[src/rtl/ssd_scan_ctrl.sv]
// rtl/ssd_scan_ctrl.sv - four-digit seven-segment scan controller with frame-synchronous double buffering
//
// Purpose:
//   Time-multiplexes four 4-bit decoder codes onto one shared decoder input.
//   Each digit slot lasts REFRESH_DIV clocks. New frame data is held in a
//   pending buffer and moved to the active buffer only at a frame boundary,
//   so a frame never shows a mix of old and new codes.
//
// Parameters:
//   REFRESH_DIV  clock cycles per digit slot (2..65535)
//
// Ports:
//   clk         system clock, rising edge
//   rst_n       asynchronous active-low reset
//   load_valid  new frame data offered
//   load_ready  pending buffer empty, a load can be accepted
//   load_data   four codes, [3:0] = digit 0 (rightmost), [15:12] = digit 3
//   ssd_in      code for the active digit (to the 7-segment decoder)
//   ssd_an      active-low digit enable, exactly one bit low
//   frame_done  one-cycle pulse on the last cycle of each frame
//
// Optional feature:
//   SSD_LZ_BLANK_EN  when defined, leading zeros on digits 3..1 show as blank (4'hD)

module ssd_scan_ctrl #(
  parameter int unsigned REFRESH_DIV = 50000
) (
  input  logic        clk,
  input  logic        rst_n,
  input  logic        load_valid,
  output logic        load_ready,
  input  logic [15:0] load_data,
  output logic [3:0]  ssd_in,
  output logic [3:0]  ssd_an,
  output logic        frame_done
);

  localparam int unsigned DW = (REFRESH_DIV > 1) ? $clog2(REFRESH_DIV) : 1;
  localparam logic [DW-1:0] TC = DW'(REFRESH_DIV - 1);
  localparam logic [15:0] BLANK_ALL = 16'hDDDD;

  logic [DW-1:0] div_q, div_d;
  logic [1:0]    slot_q, slot_d;
  logic [15:0]   active_q, active_d;
  logic [15:0]   pending_q, pending_d;
  logic          pend_full_q, pend_full_d;
  logic [3:0]    an_q, an_d;
  logic [3:0]    in_q, in_d;

  logic tc;
  logic frame_end;
  logic transfer;
  logic accept;

  // Select the code of one digit; with blanking enabled, a zero digit above
  // digit 0 is blanked while every higher digit is zero or already blank.
  function automatic logic [3:0] disp_code(input logic [15:0] codes,
                                           input logic [1:0]  sel);
    logic [3:0] res;
`ifdef SSD_LZ_BLANK_EN
    logic       quiet;
    logic [3:0] c;
`endif
    res = codes[4*sel +: 4];
`ifdef SSD_LZ_BLANK_EN
    quiet = 1'b1;
    for (int k = 3; k >= 1; k--) begin
      c = codes[4*k +: 4];
      if ((int'(sel) == k) && quiet && (c == 4'h0)) begin
        res = 4'hD;
      end
      // quiet must describe only the digits above k when k is tested.
      quiet = quiet && ((c == 4'h0) || (c == 4'hD) || (c == 4'hE));
    end
`endif
    return res;
  endfunction

  always_comb begin
    tc          = (div_q == TC);
    frame_end   = tc && (slot_q == 2'd3);
    transfer    = frame_end && pend_full_q;
    // A full pending buffer blocks loads, which also keeps a boundary
    // transfer and a new capture from ever landing in the same cycle.
    accept      = load_valid && !pend_full_q;

    div_d       = tc ? '0 : div_q + DW'(1);
    slot_d      = tc ? slot_q + 2'd1 : slot_q;

    active_d    = transfer ? pending_q : active_q;
    pending_d   = accept ? load_data : pending_q;
    pend_full_d = pend_full_q;
    if (transfer) begin
      pend_full_d = 1'b0;
    end else if (accept) begin
      pend_full_d = 1'b1;
    end

    // Outputs are registered from the next-state slot and buffer so they
    // change on the same edge as slot_q, with new data starting at slot 0.
    an_d = ~(4'b0001 << slot_d);
    in_d = disp_code(active_d, slot_d);
  end

  always_ff @(posedge clk or negedge rst_n) begin
    if (!rst_n) begin
      div_q       <= '0;
      slot_q      <= 2'd0;
      active_q    <= BLANK_ALL;
      pending_q   <= BLANK_ALL;
      pend_full_q <= 1'b0;
      an_q        <= 4'b1110;
      in_q        <= 4'hD;
    end else begin
      div_q       <= div_d;
      slot_q      <= slot_d;
      active_q    <= active_d;
      pending_q   <= pending_d;
      pend_full_q <= pend_full_d;
      an_q        <= an_d;
      in_q        <= in_d;
    end
  end

  assign load_ready = !pend_full_q;
  assign frame_done = frame_end;
  assign ssd_an     = an_q;
  assign ssd_in     = in_q;

endmodule

[config.mk]
export PLATFORM = sky130hd
export DESIGN_NAME = ssd_scan_ctrl
export DESIGN_NICKNAME = d
export VERILOG_FILES = /design/src/rtl/ssd_scan_ctrl.sv
export SDC_FILE = /design/constraint.sdc
export NUM_CORES = 1
export LEC_CHECK = 0
export CAP_MARGIN = 20
export CORE_UTILIZATION = 48
export DETAILED_ROUTE_END_ITERATION = 7
export PLACE_DENSITY = 0.72
export SLEW_MARGIN = 40
export SYNTH_ARGS = -nofsm -noshare
export SYNTH_HDL_FRONTEND = slang
export SYNTH_SLANG_ARGS = --single-unit
[constraint.sdc]
create_clock -name clk -period 2.8 [get_ports clk]
set_input_delay 0.84 -clock clk [delete_from_list [all_inputs] [get_ports clk]]
set_output_delay 0.84 -clock clk [all_outputs]
set_load 0.005 [all_outputs]
==> metrics.cfg <==
[status]
outcome = finished, final reports clean

[critical_path]
worstPathArrival_ps = 1840
rr_worst_depth = 8
crit_start = div_q[7]$_DFF_PN0_
critPathLaunchType = flip-flop
crit_chain = or4b_4, nor4_4, and2_1, clkbuf_2
rr_endpoint = ssd_in[0]$_DFF_PN1_
cpLargestDelayFamily = simple AND/OR/NAND/NOR gates
cp_max_fo = 2
crit_type = reg -> out
cp_slowest_cell = or4b_4
timing.critical_path.to_type = output port
path_buf_inv = 1
r2r-start = div_q[7]$_DFF_PN0_
slowest_delay_ps = 560
reg2reg_setup_slack_ps = 280
worstPathRequired_ps = 1960

[route]
drt_wl_total_microns = 4570
drtIter0Drc = 97
ant_nets = 0
routedWlPerCell_microns = 15.4
drt_pass1_iterations = 4
vias = 1485
vias_per_cell = 5.00
drc_errors = 0

[floorplanning]
core_area_sq_mm = 0.00479
die_w_microns = 73.2
die-area_sq_mm = 0.00535
dieHeight_microns = 73.2
std_cell_rows = 25
initial_core_util = 0.508
boundaryPins = 29

[yosys]
synth_top_area_share = 0.324
synth-seq-cells = 59
ys_warn_count = 0
synth_cell_types = 35
syn-num-nets = 196
synth_area_leaders = dfstp_2, dfrtp_1, mux2_2, xor2_1, nor2_1
synth_cells = 175
syn_area_per_cell_sq_um = 13.9
synth_area_sq_mm = 0.00243
ys_seq_area_frac = 0.623
yosys.area.top_type = dfstp_2

[global_routing]
grt_max_degree = 36
grtUsageMet1 = 0.243
busiest_layer = met2
grt_pass1_vias = 1583
met3_usage = 0.0428
grt_usage = 0.196
met2_usage = 0.315
grt_overflow = 0
antenna_found_initial = 0
grt_pass1_wl_microns = 7420

[clock_network]
worstSkewPairLatency_ps = 330
cts.clk_slew.worst_paths_ps = 60
cts-root-buf = clkbuf_8
cts_tree = built
cts-htree-levels = 3
clock_sink_count = 59
clock_path_buffers = 2
numCtsBuffers = 9

[placed_design]
gp_congestion = 0.742
place_area_sq_mm = 0.00284
dp_hpwl_microns = 3190
io_buffers = 28

[final_layout]
layout_common_cells = dfstp_2, dfrtp_1, clkdlybuf4s50_1
layout-drive-gt1-share = 0.413
final_common_cell = dfstp_2
nFillCells = 354
stdcell_area_sq_mm = 0.00306
nNetsFinal = 247
area_growth_syn_to_layout_pct = 26.0
num_antenna_cells = 0

[sta]
skew_ps = 8.01
rsz0062_at_grt = false
min_period_over_period = 0.956
fmax_mhz = 373
min_period_ps = 2680
setup_viol = 0
worst_pin_slew_ps = 438
slew_viol_final = 0
hold_viol_final = 0
slew-limit-headroom = 0.708
tns_ps = 0

[pwr]
cellPowerDensity_mw_per_mm2 = 533
irDropWorstVdd_mv = 0.425
power.leakage_nw = 1.41

[hold_path]
min_path_type = in -> async

[job]
drv_cap = 0

-- synthesized netlist by cell type, drive strengths merged --
master / instances
mux2: 32
dfstp: 30
dfrtp: 29
nor2: 18
xor2: 10
o22ai: 8
nand2: 7
nand3: 6
inv: 4
xnor2: 4
buf: 3
and3: 2
clkbuf: 2
ha: 2
nand4: 2
nor4: 2
or2: 2
a21oi: 1
and2: 1
and2b: 1
mux2i: 1
nand2b: 1
nand4bb: 1
nor2b: 1
nor3: 1
o21ai: 1
or3: 1
or4b: 1
or4bb: 1
-- cells by family (layout without fill, tap and decap cells) --
logic type      Yosys count  after routing  share of synthesized area
compound gates           10             10                     0.0247
xor+xnor                 14             14                     0.0505
fa+ha+maj                 2              2                     0.0103
buf+inv                   9             64                     0.0237
flops                    59             59                      0.623
mux                      33             33                      0.157
simple gates             48             48                      0.111
-- worst max-delay path by stage --
stage | endpoint | cells after the start
floorplan | ssd_in[0]$_DFF_PN1_ | 8
global placement | frame_done | 4
detailed placement | frame_done | 4
CTS | frame_done | 4
global route | frame_done | 4
finish | frame_done | 4
-- where the power goes --
| part | switching, mW | total [mW] | internal, mW |
|---|---|---|---|
| combinational | 0.0268 | 0.0698 | 0.0431 |
| clock | 0.316 | 0.652 | 0.336 |
| sequential | 0.0135 | 0.910 | 0.896 |
-- routing by layer --
| metal | vias up | wire length, microns |
|---|---|---|
| met2 | 26 | 2340 |
| li1 | 706 | - |
| met4 | 0 | 89 |
| met3 | 11 | 120 |
| met1 | 742 | 2010 |
| met5 | - | 0 |
-- final cells by class --
| type | count | area (sq um) | area share |
|---|---|---|---|
| Timing Repair Buffer | 45 | 413 | 0.135 |
| Sequential cell | 59 | 1510 | 0.494 |
| Tap cell | 67 | 83.8 | 0.0274 |
| Clock inverter | 5 | 27.5 | 0.00899 |
| Inverter | 4 | 15.0 | 0.00490 |
| Clock buffer | 10 | 138 | 0.0450 |
| Multi-Input combinational cell | 107 | 871 | 0.284 |
-- metrics by stage --
stage | power, mW | hold WS [ps] | setup WS (ps) | utilization | std cells
finish | 1.63 | 458 | 123 | 0.640 | 297
global route | 1.69 | 484 | 80.1 | 0.640 | 297
floorplan | 0.943 | 452 | 352 | - | 175
CTS | 1.65 | 501 | 23.6 | 0.638 | 296
global placement | 0.988 | 463 | 109 | 0.594 | 276
detailed placement | 0.995 | 483 | 69.8 | 0.594 | 276
-- sequential cells by signal, summed over array words and instances (netlist names) --
name         flops
pend_full_q      1
active_q        16
pending_q       16
ssd_in           4
div_q           16
slot_q           2
ssd_an           4
-- timing repair --
item | 4_1_cts | 5_1_grt
pin swaps | 4 | 3
gates resized for setup | 3 | 2
setup buffers | 5 | 1
gates cloned | 0 | 0
endpoints found under the setup margin | 1 | 1
hold buffers | 0 | 0
-- worst register-to-register path, cell delays in order, from the launching register on --
cell and delay [ps]:
dfrtp_1 380, or4b_4 560, buf_4 160, nor4_4 260, and3_1 250, buf_12 180
mux2_2 370, o22ai_1 220, nor2_1 80
(Power assumes the default switching activity.)
